### src/rtl/see_pkg.sv
// Shared SEC-DED helpers for the radiation-hardened blocks: Hamming code with an
// overall parity bit at codeword bit 0 and check bits at power-of-two positions.
package see_pkg;

  // Widest codeword the helpers handle; callers cast results down to their width.
  localparam int MAX_CW = 32;

  typedef enum logic [1:0] {
    NONE,
    SEC,
    DED
  } err_t;

  function automatic int secded_r(input int k);
    int r;
    r = 0;
    for (int i = 1; i < 8; i++) begin
      if (r == 0 && (1 << i) >= k + i + 1) r = i;
    end
    return r;
  endfunction

  function automatic logic secded_is_check_pos(input int pos);
    return (pos & (pos - 1)) == 0;
  endfunction

  function automatic logic [MAX_CW-1:0] secded_encode(input int k, input logic [MAX_CW-1:0] data);
    logic [MAX_CW-1:0] cw;
    logic              p;
    int                r;
    int                n;
    int                di;
    r  = secded_r(k);
    n  = k + r;
    cw = '0;
    di = 0;
    for (int pos = 1; pos < MAX_CW; pos++) begin
      if (pos <= n && !secded_is_check_pos(pos)) begin
        cw[pos] = data[di];
        di++;
      end
    end
    for (int j = 0; j < 6; j++) begin
      if (j < r) begin
        p = 1'b0;
        for (int pos = 1; pos < MAX_CW; pos++) begin
          if (pos <= n && pos[j]) p = p ^ cw[pos];
        end
        cw[(1 << j)] = p;
      end
    end
    for (int pos = 1; pos < MAX_CW; pos++) begin
      if (pos <= n) cw[0] = cw[0] ^ cw[pos];
    end
    return cw;
  endfunction

  function automatic logic [7:0] secded_syndrome(input int k, input logic [MAX_CW-1:0] cw);
    logic [7:0] s;
    int         n;
    n = k + secded_r(k);
    s = '0;
    for (int pos = 1; pos < MAX_CW; pos++) begin
      if (pos <= n && cw[pos]) s = s ^ 8'(pos);
    end
    return s;
  endfunction

  function automatic logic [MAX_CW-1:0] secded_extract(input int k, input logic [MAX_CW-1:0] cw);
    logic [MAX_CW-1:0] data;
    int                n;
    int                di;
    n    = k + secded_r(k);
    data = '0;
    di   = 0;
    for (int pos = 1; pos < MAX_CW; pos++) begin
      if (pos <= n && !secded_is_check_pos(pos)) begin
        data[di] = cw[pos];
        di++;
      end
    end
    return data;
  endfunction

endpackage

### src/rtl/see_secded_dec.sv
// Combinational SEC-DED decoder: corrects one flipped bit (data, check or parity)
// and flags anything else it can see as uncorrectable.
module see_secded_dec
  import see_pkg::*;
#(
  parameter int DATA_W = 4,
  parameter int CODE_W = DATA_W + secded_r(DATA_W) + 1
) (
  input  logic [CODE_W-1:0] cw,
  output logic [DATA_W-1:0] data,
  output err_t              err
);

  logic [7:0]        syn;
  logic [CODE_W-1:0] fixed;
  logic              hit;

  always_comb begin
    syn   = secded_syndrome(DATA_W, MAX_CW'(cw));
    fixed = cw;
    hit   = 1'b0;
    // Syndrome 0 with a parity mismatch means the overall parity bit itself flipped.
    for (int i = 0; i < CODE_W; i++) begin
      if (int'(syn) == i) begin
        fixed[i] = ~fixed[i];
        hit      = 1'b1;
      end
    end
    err = NONE;
    if (^cw) begin
      err = hit ? SEC : DED;
    end else if (syn != '0) begin
      err = DED;
    end
    data = DATA_W'(secded_extract(DATA_W, MAX_CW'(fixed)));
  end

endmodule

### src/rtl/see_hardened_seq.sv
// Modulo-N up/down step sequencer whose state lives only in a SEC-DED codeword
// that is re-encoded (scrubbed) on every clock.
module see_hardened_seq
  import see_pkg::*;
#(
  parameter int N_STATES   = 10,
  parameter int ERR_CNT_W  = 8,
  parameter int SAFE_STATE = 0,
  localparam int STATE_W   = $clog2(N_STATES),
  localparam int CODE_W    = STATE_W + secded_r(STATE_W) + 1
) (
  input  logic                 clk,
  input  logic                 reset,
  input  logic                 step,
  input  logic                 dir,
  input  logic                 inj_valid,
  input  logic [CODE_W-1:0]    inj_mask,
  output logic [STATE_W-1:0]   state,
  output logic                 wrap,
  output logic                 sec,
  output logic                 ded,
  output logic                 fault,
  output logic [ERR_CNT_W-1:0] sec_cnt,
  output logic [ERR_CNT_W-1:0] ded_cnt
);

  localparam logic [STATE_W-1:0]   LAST     = STATE_W'(N_STATES - 1);
  localparam logic [STATE_W-1:0]   SAFE     = STATE_W'(SAFE_STATE);
  localparam logic [STATE_W:0]     N_EXT    = (STATE_W + 1)'(N_STATES);
  localparam logic [CODE_W-1:0]    RESET_CW = CODE_W'(secded_encode(STATE_W, '0));
  localparam logic [ERR_CNT_W-1:0] CNT_MAX  = '1;

  logic [CODE_W-1:0]    cw_q, cw_d;
  logic                 wrap_q, wrap_d;
  logic                 sec_q, sec_d;
  logic                 ded_q, ded_d;
  logic                 fault_q, fault_d;
  logic [ERR_CNT_W-1:0] sec_cnt_q, sec_cnt_d;
  logic [ERR_CNT_W-1:0] ded_cnt_q, ded_cnt_d;
  logic [STATE_W-1:0]   s_c;
  logic [STATE_W-1:0]   ns;
  err_t                 dec_err;
  logic                 err_sgl;
  logic                 err_dbl;

  see_secded_dec #(
    .DATA_W (STATE_W),
    .CODE_W (CODE_W)
  ) u_dec (
    .cw   (cw_q),
    .data (s_c),
    .err  (dec_err)
  );

  always_comb begin
    // A cleanly decoded but out-of-range state is as untrustworthy as a double upset.
    err_dbl = (dec_err == DED) || ({1'b0, s_c} >= N_EXT);
    err_sgl = (dec_err == SEC) && !err_dbl;

    ns     = s_c;
    wrap_d = 1'b0;
    if (err_dbl) begin
      ns = SAFE;
    end else if (step) begin
      if (dir) begin
        if (s_c == LAST) begin
          ns     = '0;
          wrap_d = 1'b1;
        end else begin
          ns = s_c + 1'b1;
        end
      end else begin
        if (s_c == '0) begin
          ns     = LAST;
          wrap_d = 1'b1;
        end else begin
          ns = s_c - 1'b1;
        end
      end
    end

    cw_d    = CODE_W'(secded_encode(STATE_W, MAX_CW'(ns))) ^ (inj_valid ? inj_mask : '0);
    sec_d   = err_sgl;
    ded_d   = err_dbl;
    fault_d = fault_q | err_dbl;

    sec_cnt_d = sec_cnt_q;
    if (err_sgl && sec_cnt_q != CNT_MAX) sec_cnt_d = sec_cnt_q + 1'b1;
    ded_cnt_d = ded_cnt_q;
    if (err_dbl && ded_cnt_q != CNT_MAX) ded_cnt_d = ded_cnt_q + 1'b1;
  end

  always_ff @(posedge clk) begin
    if (reset) begin
      cw_q      <= RESET_CW;
      wrap_q    <= 1'b0;
      sec_q     <= 1'b0;
      ded_q     <= 1'b0;
      fault_q   <= 1'b0;
      sec_cnt_q <= '0;
      ded_cnt_q <= '0;
    end else begin
      cw_q      <= cw_d;
      wrap_q    <= wrap_d;
      sec_q     <= sec_d;
      ded_q     <= ded_d;
      fault_q   <= fault_d;
      sec_cnt_q <= sec_cnt_d;
      ded_cnt_q <= ded_cnt_d;
    end
  end

  assign state   = s_c;
  assign wrap    = wrap_q;
  assign sec     = sec_q;
  assign ded     = ded_q;
  assign fault   = fault_q;
  assign sec_cnt = sec_cnt_q;
  assign ded_cnt = ded_cnt_q;

endmodule

### config.mk
export PLATFORM = sky130hd
export DESIGN_NAME = see_hardened_seq
export DESIGN_NICKNAME = d
export VERILOG_FILES = /design/src/rtl/see_pkg.sv /design/src/rtl/see_secded_dec.sv /design/src/rtl/see_hardened_seq.sv
export SDC_FILE = /design/constraint.sdc
export NUM_CORES = 1
export LEC_CHECK = 0
export ABC_AREA = 1
export BUFFER_PORTS_ARGS = -buffer_cell sky130_fd_sc_hd__buf_2
export CAP_MARGIN = 20
export CORE_MARGIN = 2
export CORE_UTILIZATION = 31
export CTS_CLUSTER_DIAMETER = 40
export CTS_CLUSTER_SIZE = 30
export DETAILED_ROUTE_END_ITERATION = 12
export PLACE_DENSITY = 0.46
export SYNTH_ARGS = -nofsm -noshare
export SYNTH_HDL_FRONTEND = slang
export SYNTH_SLANG_ARGS = --single-unit
### constraint.sdc
create_clock -name clk -period 6.6 [get_ports clk]
set_clock_uncertainty 0.1 [all_clocks]
set_input_delay 0.66 -clock clk [delete_from_list [all_inputs] [get_ports clk]]
set_output_delay 0.66 -clock clk [all_outputs]
set_load 0.01 [all_outputs]
==> flow_metrics.py <==
metrics = {
    "status": {
        "status": "finished clean",
    },
    "clock_network": {
        "cts_root_buf": "clkbuf_8",
        "hold_buffers": 0,
        "cts_max_level": 1,
        "cts_setup_buffers": 0,
        "cts_resized": 0,
        "worstSkewPairLatency_ns": 0.27,
        "clock-sinks": 28,
        "clk_pin_slew_ns": 0.09,
        "numCtsBuffers": 3,
        "cts_tree": "yes",
        "clk_path_buf_depth": 2,
    },
    "route": {
        "wl_microns": 5030,
        "dr.pass1.iters": 4,
        "vias": 2007,
        "drtIter0Drc": 80,
        "route.detailed.drc": 0,
        "vias_per_cell": 4.62,
        "ant_nets": 0,
        "wl_per_cell_microns": 11.6,
    },
    "timing": {
        "period_share": 0.440,
        "finalSetupTns_ns": 0,
        "period_needed_ns": 2.90,
        "fmax_mhz": 344,
        "worst_pin_slew_ns": 0.541,
        "setup_viol": 0,
        "drv_slew": 0,
        "max-slew-margin-rel": 0.639,
        "final-hold-violation-count": 0,
        "timing.hold.ws_ns": 0.373,
        "rsz0062_at_grt": "false",
    },
    "synthesis": {
        "synth_top_area_frac": 0.266,
        "synth.cell_area_sq_um": 2110,
        "synth_top_area_cell": "dfxtp_1",
        "synth_warnings": 0,
        "yosysSeqAreaShare": 0.266,
        "ys_top_cells_by_area": "dfxtp_1 27%, nand2_1 18%, inv_1 5.3%",
        "syn_area_per_cell_sq_um": 6.56,
        "syn_nets": 340,
        "yosys_register_bits": 28,
        "syn_inst": 321,
        "ys_types": 35,
    },
    "placed_design": {
        "place.gp.congestion": 0.810,
        "place_hpwl_microns": 4050,
        "dp.cells": 431,
        "io_buffer_count": 36,
    },
    "critical_path": {
        "path_class": "register to register",
        "cp_slowest_cell": "dfxtp_1",
        "cp_data_required_time_ns": 6.67,
        "critical_path.startpoint_type": "register",
        "crit_path_start": "cw_q[7]$_SDFF_PP0_",
        "path_max_fanout": 8,
        "critPathMostFrequentCell": "nand2_1",
        "path_cells": "nand2_1 -> nand2_1 -> nand2_1 -> nand2_4 -> nand3_1 -> nand2_1 -> nand2_1 -> inv_1 -> ha_1 -> nand3_1 -> nor2_1 -> nand2_1 -> nand3_1 -> nand2_1 -> nand2_2 -> xor2_1 -> xor2_1 -> nor2_1",
        "end_kind": "register",
        "worst_path_largest_cell_delay_ns": 0.48,
        "rr_startpoint": "cw_q[7]$_SDFF_PP0_",
        "crit_buf_inv": 1,
        "worstPathArrival_ns": 2.97,
        "crit_family": "simple AND/OR/NAND/NOR gates",
    },
    "global_routing": {
        "grt_pass1_wl_microns": 8560,
        "grt_overflow": 0,
        "grt_max_degree": 21,
        "antenna_found_initial": 0,
        "grt_pass1_vias": 1847,
        "grtUsageTotal": 0.140,
    },
    "die": {
        "die_x_microns": 86.4,
        "die_area_sq_um": 7470,
        "start_util": 0.315,
        "io_pins": 37,
        "die_h_microns": 86.4,
        "core_sq_um": 6680,
        "num_rows": 30,
    },
    "min_path": {
        "min_path_type": "register to register",
        "hp-start": "fault$_SDFF_PP0_",
    },
    "final_layout": {
        "diodes": 0,
        "fin_nets": 375,
        "final_util": 0.358,
        "drive_gt1_frac": 0.229,
        "fillers": 765,
        "final_cells": 434,
        "final_cell_mix": "99 x nand2_1, 36 x buf_2, 30 x inv_1",
        "final_common_cell": "nand2_1",
        "area_growth_pct": 13.6,
    },
    "run": {
        "maxCapViolCount": 0,
    },
}
[cell families (layout without fill, tap and decap cells)]
group,after synthesis,count (layout),share of synthesized area
AO/OA/AOI/OAI,45,45,0.138
XOR/XNOR,7,7,0.0291
adder cells (fa/ha/maj),6,6,0.0356
buffers and inverters,44,77,0.0843
flip-flops,28,28,0.266
AND/OR/NAND/NOR,191,191,0.447
[cell usage after synthesis, drive strengths merged]
master   count
a2111oi      1
a21oi       24
buf          3
clkbuf       3
dfxtp       28
ha           6
inv         38
nand2      121
nand3       22
nand3b       3
nand4       12
nor2        25
nor3         6
nor4         1
o21ai       17
o21ba        1
o311ai       1
o31ai        1
or2          1
xnor2        1
xor2         6
[metal layers]
layer	wire [microns]	vias to the layer above	GRT usage	part of all wire
met3	124	2	0.0143	0.025
li1	-	1102	-	-
met1	2560	877	0.198	0.51
met5	0	-	0	0
met2	2320	26	0.227	0.46
met4	25	0	0.0341	0.0050
[registers in the layout (all words and copies together), names as in the netlist]
name,cells
cw_q,8
ded,1
ded_cnt,8
fault,1
sec,1
sec_cnt,8
wrap,1
[final timing paths]
kind,endpoint,slack (ns),cells past startpoint
hold / removal,fault$_SDFF_PP0_,0.37,2
setup reg to reg,cw_q[0]$_SDFF_PP0_,3.70,18
setup / recovery,cw_q[0]$_SDFF_PP0_,3.70,18
hold reg to reg,fault$_SDFF_PP0_,0.37,2
[tightest hold or removal path: cells and delay by family, from the launching register on]
kind,cells,cell delay (ns)
flip-flops,1,0.33
AND/OR/NAND/NOR,2,0.11
[stage by stage]
stage / setup slack, ns / area, sq um
6_report: 3.70 / 2390
5_1_grt: 3.30 / 2390
4_1_cts: 3.65 / 2390
3_5_place_dp: 3.66 / 2350
3_3_place_gp: 3.71 / 2350
2_1_floorplan: 4.07 / 2110
[layout make-up]
type,instances,area (sq um),area share
clock buffers,3,41.3,0.0173
inverters,38,143,0.0596
multi-input cells,249,1370,0.572
flip-flops and latches,28,561,0.234
well taps,80,100,0.0418
repair buffers,36,180,0.0753
Power is left out: the tool's default activity adds up to more than one toggle a clock period on the data nets, which glitch-free logic cannot reach.
